### src/rtl/adder_pkg.sv
// Shared helpers for the pipelined carry-skip adder: block/stage slicing and a
// legality check for the WIDTH/BLOCK/STAGES combination.
package adder_pkg;

  // Number of BLOCK-bit carry-skip blocks across the operand width.
  function automatic int unsigned calc_nblk(input int unsigned width, input int unsigned block);
    return (block == 0) ? 1 : width / block;
  endfunction

  // Blocks handled per pipeline stage; clamped to 1 so an illegal setup still elaborates far
  // enough to hit the $error instead of dividing by zero.
  function automatic int unsigned calc_bps(input int unsigned width, input int unsigned block,
                                           input int unsigned stages);
    int unsigned nblk;
    nblk = calc_nblk(width, block);
    return (stages == 0 || nblk < stages) ? 1 : nblk / stages;
  endfunction

  function automatic bit params_ok(input int unsigned width, input int unsigned block,
                                   input int unsigned stages);
    if (width == 0 || block == 0 || stages == 0) return 1'b0;
    if (width % block != 0) return 1'b0;
    if ((width / block) % stages != 0) return 1'b0;
    return 1'b1;
  endfunction

endpackage

### src/rtl/csa_block.sv
// One combinational BLOCK-bit carry-skip block: ripple sum plus a skip path that forwards
// the carry-in straight to the carry-out when every bit propagates.
module csa_block #(
  parameter int unsigned BLOCK = 4
) (
  input  logic [BLOCK-1:0] a,
  input  logic [BLOCK-1:0] b,
  input  logic             ci,
  output logic [BLOCK-1:0] s,
  output logic             co
);

  logic             p;
  logic [BLOCK:0]   rsum;

  // Ripple add for the sum bits; skip mux selects the carry-out.
  always_comb begin
    p    = &(a ^ b);
    rsum = {1'b0, a} + {1'b0, b} + {{BLOCK{1'b0}}, ci};
    s    = rsum[BLOCK-1:0];
    co   = p ? ci : rsum[BLOCK];
  end

endmodule

### src/rtl/pipeline_carry_skip_adder_param.sv
// Valid/ready pipelined carry-skip adder: {cout, sum} = a + b + cin.
// Registered input, STAGES carry stages, registered output; latency STAGES+2.
// Operand slices not yet consumed travel down skew registers; finished sum slices
// travel down deskew registers so the whole word leaves aligned.
// Optional feature: define ADDER_OVF_EN to add the signed-overflow output ovf.
module pipeline_carry_skip_adder_param
  import adder_pkg::*;
#(
  parameter int unsigned WIDTH  = 64,
  parameter int unsigned BLOCK  = 4,
  parameter int unsigned STAGES = 4
) (
  input  logic             clk,
  input  logic             rst,
  input  logic             in_valid,
  output logic             in_ready,
  input  logic [WIDTH-1:0] a,
  input  logic [WIDTH-1:0] b,
  input  logic             cin,
  output logic             out_valid,
  input  logic             out_ready,
  output logic [WIDTH-1:0] sum,
  output logic             cout
`ifdef ADDER_OVF_EN
  ,
  output logic             ovf
`endif
);

  localparam int unsigned NBLK = calc_nblk(WIDTH, BLOCK);
  localparam int unsigned BPS  = calc_bps(WIDTH, BLOCK, STAGES);
  localparam int unsigned SW   = BPS * BLOCK;

  if (!params_ok(WIDTH, BLOCK, STAGES)) begin : g_bad_params
    $error("pipeline_carry_skip_adder_param: illegal WIDTH/BLOCK/STAGES combination");
  end

  // Index 0 is the input register; index s+1 is the output of carry stage s.
  logic             v_q   [STAGES+1];
  logic             c_q   [STAGES+1];
  // Index 0 is the input register; index s is the skew copy feeding stage s.
  logic [WIDTH-1:0] a_q   [STAGES];
  logic [WIDTH-1:0] b_q   [STAGES];
  // sum_q[s] holds every slice finished up to and including stage s.
  logic [WIDTH-1:0] sum_q [STAGES];
  logic [WIDTH-1:0] sum_d [STAGES];
  logic             c_d   [STAGES];

  logic [WIDTH-1:0] blk_sum;
  logic [NBLK-1:0]  blk_co;
  logic             en;

  // Global stall: everything advances together or holds together.
  assign en       = !out_valid | out_ready;
  assign in_ready = en;

  for (genvar gi = 0; gi < NBLK; gi++) begin : g_blk
    localparam int unsigned Stg = gi / BPS;
    logic ci;
    if (gi % BPS == 0) begin : g_first
      assign ci = c_q[Stg];
    end else begin : g_chain
      assign ci = blk_co[gi-1];
    end
    csa_block #(
      .BLOCK(BLOCK)
    ) u_blk (
      .a (a_q[Stg][gi*BLOCK +: BLOCK]),
      .b (b_q[Stg][gi*BLOCK +: BLOCK]),
      .ci(ci),
      .s (blk_sum[gi*BLOCK +: BLOCK]),
      .co(blk_co[gi])
    );
  end

  // The last skew copy only has its top slice consumed.
  logic unused_skew;
  assign unused_skew = ^{a_q[STAGES-1], b_q[STAGES-1]};

  // Merge each stage's new slice into the deskewed partial sum and pick its carry-out.
  always_comb begin
    sum_d[0]            = '0;
    sum_d[0][SW-1:0]    = blk_sum[SW-1:0];
    c_d[0]              = blk_co[BPS-1];
    for (int unsigned s = 1; s < STAGES; s++) begin
      sum_d[s]              = sum_q[s-1];
      sum_d[s][s*SW +: SW]  = blk_sum[s*SW +: SW];
      c_d[s]                = blk_co[(s+1)*BPS-1];
    end
  end

`ifdef ADDER_OVF_EN
  logic ovf_st_q;
  logic ovf_st_d;

  // Sign overflow from the operand MSBs still in the last skew copy and the finished MSB.
  always_comb begin
    ovf_st_d = (a_q[STAGES-1][WIDTH-1] == b_q[STAGES-1][WIDTH-1]) &
               (sum_d[STAGES-1][WIDTH-1] != a_q[STAGES-1][WIDTH-1]);
  end

  // ovf shadows the last stage and output register so it stays aligned with sum.
  always_ff @(posedge clk) begin
    if (rst) begin
      ovf_st_q <= 1'b0;
      ovf      <= 1'b0;
    end else if (en) begin
      ovf_st_q <= ovf_st_d;
      ovf      <= ovf_st_q;
    end
  end
`endif

  // Pipeline registers: input, carry stages with skew/deskew, and output.
  always_ff @(posedge clk) begin
    if (rst) begin
      for (int unsigned s = 0; s <= STAGES; s++) begin
        v_q[s] <= 1'b0;
        c_q[s] <= 1'b0;
      end
      for (int unsigned s = 0; s < STAGES; s++) begin
        a_q[s]   <= '0;
        b_q[s]   <= '0;
        sum_q[s] <= '0;
      end
      out_valid <= 1'b0;
      sum       <= '0;
      cout      <= 1'b0;
    end else if (en) begin
      v_q[0] <= in_valid;
      a_q[0] <= a;
      b_q[0] <= b;
      c_q[0] <= cin;
      for (int unsigned s = 0; s < STAGES; s++) begin
        v_q[s+1] <= v_q[s];
        c_q[s+1] <= c_d[s];
        sum_q[s] <= sum_d[s];
      end
      for (int unsigned s = 1; s < STAGES; s++) begin
        a_q[s] <= a_q[s-1];
        b_q[s] <= b_q[s-1];
      end
      out_valid <= v_q[STAGES];
      sum       <= sum_q[STAGES-1];
      cout      <= c_q[STAGES];
    end
  end

endmodule

### config.mk
export PLATFORM = sky130hd
export DESIGN_NAME = pipeline_carry_skip_adder_param
export DESIGN_NICKNAME = d
export VERILOG_FILES = /design/src/rtl/adder_pkg.sv /design/src/rtl/csa_block.sv /design/src/rtl/pipeline_carry_skip_adder_param.sv
export SDC_FILE = /design/constraint.sdc
export NUM_CORES = 1
export LEC_CHECK = 0
export BUFFER_PORTS_ARGS = -buffer_cell sky130_fd_sc_hd__buf_4
export CORE_MARGIN = 2
export CORE_UTILIZATION = 59
export CTS_CLUSTER_DIAMETER = 50
export DETAILED_ROUTE_END_ITERATION = 16
export PLACE_DENSITY_LB_ADDON = 0.15
export SLEW_MARGIN = 15
export SYNTH_ARGS = -nofsm -noshare
export SYNTH_HDL_FRONTEND = slang
export SYNTH_SLANG_ARGS = --single-unit
### constraint.sdc
create_clock -name clk -period 16.9 [get_ports clk]
set_input_delay 2.535 -clock clk [delete_from_list [all_inputs] [get_ports clk]]
set_output_delay 2.535 -clock clk [all_outputs]
set_load 0.02 [all_outputs]
After elaboration in Yosys (flattened, before gate mapping)
Memories as Yosys holds them, arrays and structs flattened. A register that Yosys moved wholly into a read port is not among the register bits. Cells that the tools add are included.

Register bits after elaboration: 0. Bits in latches: 0. Bits in writable memories: 778. Memory bits (read-only): 0. Input bits: 133. Output and inout port bits: 67. Word-level logic and storage cells: 136. Memories kept: 5.

Memory list: a_q (depth 4, width 64, read ports 4, clocked after Yosys merged registers in 0, wr ports 4, RTL line pipeline_carry_skip_adder_param.sv:42) `logic [WIDTH-1:0] a_q [STAGES];`; b_q (depth 4, width 64, read ports 4, clocked after Yosys merged registers in 0, wr ports 4, RTL line pipeline_carry_skip_adder_param.sv:43) `logic [WIDTH-1:0] b_q [STAGES];`; sum_q (depth 4, width 64, read ports 4, clocked after Yosys merged registers in 1, wr ports 4, RTL line pipeline_carry_skip_adder_param.sv:45) `logic [WIDTH-1:0] sum_q [STAGES];`; c_q (depth 5, width 1, read ports 5, clocked after Yosys merged registers in 1, wr ports 5, RTL line pipeline_carry_skip_adder_param.sv:40) `logic c_q [STAGES+1];`; v_q (depth 5, width 1, read ports 5, clocked after Yosys merged registers in 1, wr ports 5, RTL line pipeline_carry_skip_adder_param.sv:39) `logic v_q [STAGES+1];`.

Add/subtract/negate cells: 32. Multiply operators: 0. Div/mod/pow operators: 0. $lt $le $gt $ge: 0. Eq/ne operators: 0. Shifts and indexed selects: 0. Multiplexer cells: 43. Bitwise operators: 39. Reduce and logical (&&, ||, !) cells: 17.

Operator list (count): two-way mux 64 bit (12); adder 4 x 4 -> 5 bit (16); adder 5 x 1 -> 5 bit (16); AND reduction 4 bit (16); XOR 4 bit (16); two-way mux 1 bit (31); bitwise OR 1 bit (23); logical NOT 1 bit (1).

Depth between registers and ports, before layout
An unclocked memory read counts as a cell.

Depth after elaboration: 11. Gate-level depth with buffers: 25.

Cells and area by module
Synthesis repeated with hierarchy kept, for this count alone.

Cells, all modules: 1751. Area, all modules: 27101.0 um^2.

Modules (own cells, without submodules): pipeline_carry_skip_adder_param (instances 1, cells each 1391, area an instance 24243.3 um^2, sequential area each 16035.4 um^2); csa_block at g_blk[0].u_blk ... (instances 14, cells each 23, area an instance 180.2 um^2, sequential area each 0.0 um^2); csa_block at g_blk[3].u_blk (instances 1, cells each 23, area an instance 182.7 um^2, sequential area each 0.0 um^2); csa_block at g_blk[9].u_blk (instances 1, cells each 15, area an instance 152.6 um^2, sequential area each 0.0 um^2).

Least setup slack after synthesis
No wires, ideal clock.

Path type: input port to flip-flop. Start: input port rst. End: memory a_q[0][0], enable pin. Arrival: 14665 ps. Required time: 15956 ps. Slack: 1291 ps. Stages on the path: 3. Path buffers: 2. Path through: clkbuf_1 clkbuf_1 nand2b_1.

RTL lines: start, declared (RTL line pipeline_carry_skip_adder_param.sv:14) `input logic rst,`; end, declared (RTL line pipeline_carry_skip_adder_param.sv:42).

Final worst setup path
Start: input port out_ready. End: output port in_ready.

Cells in the longest elaborated chain, start to end: 1.

RTL lines: start, declared (RTL line pipeline_carry_skip_adder_param.sv:21) `input logic out_ready,`; bitwise OR 1 bit (RTL line pipeline_carry_skip_adder_param.sv:54) `assign en = !out_valid | out_ready;`; end, declared (RTL line pipeline_carry_skip_adder_param.sv:16) `output logic in_ready,`.

Every way passes these cells.

==> flow_metrics.tcl <==
set metrics [dict create \
    outcome "finished clean" \
    hold_viol 0 \
    synth_ff_type "edfxtp_1" \
    netlist_instances 1609 \
    leakagePower_nw 11.3 \
    die_h_um 200 \
    row_count 71 \
    synth.most_common_cell "edfxtp_1" \
    synth_common_cells "edfxtp_1 (490), and2_1 (445), nand2_1 (139)" \
    clock_sinks 556 \
    syn_nets 1838 \
    cts_tree "done" \
    cp-end-kind "output pin" \
    drt_iter0_drc 504 \
    cts_resized 0 \
    fin_cells 2352 \
    cts_setup_buffers 0 \
    max_slew.worst_pin.slew_ns 1.12 \
    fin_tns_setup_ns 0 \
    crit_family "buffers and inverters" \
    hold_depth 2 \
    relSlewSlack_pct 25.5 \
    min_period_ns 7.32 \
    clk_latency_ns 0.58 \
    htree_num_levels 2 \
    combPwrFrac_pct 4.1 \
    rrSetupSlack_ns 10.65 \
    clkPwrFrac_pct 42.5 \
    wl_per_cell_um 14.7 \
    crit_path_max_fanout 69 \
    antenna_found_initial 2 \
    dieWidth_um 200 \
    drv_cap 0 \
    hold_buffers 0 \
    crit_slowest_cell "clkinv_2" \
    hold_ws_ns 0.448 \
    io_buffers 199 \
    drtPass1Iterations 4 \
    pwr_density_cell_nw_per_um2 110 \
    internal_power_mw 2.36 \
    grt_first_pass_wirelength_um 56500 \
    cp-start-kind "primary input" \
    avgViaCountPerCell 5.00 \
    via_count 11800 \
    hp-start "sum[50]" \
    cp.arrival_ns 4.78 \
    gp_congestion 0.832 \
    post-route-period-util_pct 43.3 \
    ys_warn_count 0 \
    yosys_register_bits 556 \
    wirelength_um 34700 \
    synth_top_area_share_pct 64.7 \
    reg2regPathDepth 24 \
    synth_seq_area_share_pct 70.5 \
    rr_endpoint "c_q[4]" \
    cp_cell_sequence "buf_4, nor2b_4, buf_4, clkinv_2, buf_4" \
    nNetsFinal 2022 \
    grt_overflow 0 \
    syn_area_um2 22800 \
    yosysTopAreaCell "edfxtp_1" \
    crit_required_ns 14.37 \
    avgSynthCellArea_um2 14.1 \
    dp.cells 2248 \
    p_sw_mw 0.563 \
    cts.root.buffer_cell "clkbuf_16" \
    async_flop_share_pct 0 \
    grt_pass1_vias 11700 \
    start_util_pct 60.1 \
    cpPeakStageDelay_ns 0.96 \
    skew_ns 0.0159 \
    seqPwrFrac_pct 53.3 \
    slew_viol_final 0 \
    rsz0062_at_grt "false" \
    irDropWorstVdd_v 0.0000846 \
    power_mw 2.93 \
    drc_errors 0 \
    setup_viol 0 \
    synth.area.top_cells "edfxtp_1 (65%), and2_1 (12%), dfxtp_1 (5.8%), ha_1 (3.5%), fa_1 (2.8%)" \
    grt_max_degree 216 \
    clockBufferDepth 3 \
    synth_edf_count 490 \
    die_area_um2 40200 \
    drive_gt1_share_pct 16.4 \
    cp_common_cell "buf_4" \
    min_path_type "reg -> reg" \
    ant_nets 0 \
    cts_buffers 54 \
    pin_count 200 \
    cp.buffers_inverters 4 \
    area_growth_syn_to_layout_pct 16.8 \
    min_to "sum[50]" \
    grt_util_all_layers_pct 17.5 \
    switching_share_pct 19.2 \
    r2r_start "c_q[3]" \
    ys_types 46 \
    worstSetupPathType "in -> out" \
    cts.clk_slew.worst_paths_ns 0.06 \
    core_area_um2 37800 \
    dp_hpwl_um 21100 \
    fmax_mhz 137 \
]
-- registers in the layout (all words and copies together) (netlist names) --
| signal | count |
|---|---|
| a_q | 160 |
| out_valid | 1 |
| c_q | 5 |
| b_q | 160 |
| sum | 64 |
| sum_q | 160 |
| v_q | 5 |
| cout | 1 |
-- cell type report --
cell class              instances  area (µm²)
diodes                          2        5.00
clock buffers                  75        1580
clock inverters                27         315
fillers                      2648       11300
inverters                      37         140
multi-input cells             939        6290
flip-flops and latches        556       16000
well taps                     511         639
repair buffers                205        1570
-- power groups by stage --
stage	logic [mW]	clock network [mW]	registers [mW]
global placement	0.117	0	1.59
detailed placement	0.121	0	1.59
CTS	0.123	1.28	1.56
global route	0.137	1.33	1.57
floorplan	0.0737	0	1.59
finish	0.120	1.25	1.56
-- metal layers --
layer  share of wire [%]  wire length (µm)  track usage [%]  vias to the layer above
met5                   0                 0                0                        -
met4                 3.7              1280             7.83                        0
met3                 5.2              1800             4.08                       72
met2                  52             17900             30.7                      218
met1                  40             13700             20.5                     5561
li1                    -                 -                -                     5910
-- worst max-delay path by stage --
| stage | start | to | slack (ns) | cells after the start |
|---|---|---|---|---|
| 3_3_place_gp | out_ready | in_ready | 9.98 | 5 |
| 5_1_grt | out_ready | in_ready | 9.33 | 5 |
| 4_1_cts | out_ready | in_ready | 9.93 | 5 |
| 3_5_place_dp | out_ready | in_ready | 9.93 | 5 |
| 2_1_floorplan | rst | a_q[0][0] | 1.29 | 3 |
| 6_report | out_ready | in_ready | 9.58 | 5 |
-- placed cells by master, fill, tap and decap left out, types with 2 or more instances in the layout --
cell type	count
edfxtp_1	490
and2_1	445
buf_4	202
nand2_1	139
a21oi_1	93
dfxtp_1	66
ha_1	64
clkbuf_16	58
nor2_1	48
inv_1	36
fa_1	32
a21o_1	21
xor2_1	17
xnor2_1	12
clkinv_2	11
nand4_1	11
clkbuf_1	11
nor2b_1	8
bufinv_16	7
clkbuf_8	6
o21ai_0	5
nor3_1	5
clkinv_1	5
clkinvlp_4	4
nand3_1	3
nor4_1	3
diode_2	2
a31oi_1	2
o21a_1	2
o311ai_0	2
nand2b_1	2
or2_2	2
buf_12	2
-- stage by stage --
step / worst slack (ns) / util [%] / area [µm²]
detailed placement: 9.93 / 65.2 / 24700
global route: 9.33 / 70.2 / 26600
finish: 9.58 / 70.2 / 26600
global placement: 9.98 / 65.2 / 24700
CTS: 9.93 / 70.2 / 26600
floorplan: 1.29 / - / 22800
-- worst reg2reg max path, delay by kind of cell (launching register included) --
family                   cells  cell delay [ns]
AND/OR/NAND/NOR              4             0.65
flip-flops                   1             0.38
adder cells (fa/ha/maj)      8             2.69
buffers and inverters        4             0.37
AO/OA/AOI/OAI                8             1.87
-- kinds of logic after synthesis --
logic type | after synthesis | synth area share, %
and+or+nand+nor | 674 | 16.5
DFF | 556 | 70.5
AOI/OAI and AO/OA | 139 | 3.61
buffers and inverters | 114 | 1.96
adders and majority gates | 96 | 6.33
xor gates and xnor gates | 29 | 1.12
muxes | 1 | 0.0440
No activity file was read; power rests on OpenSTA's default activity.
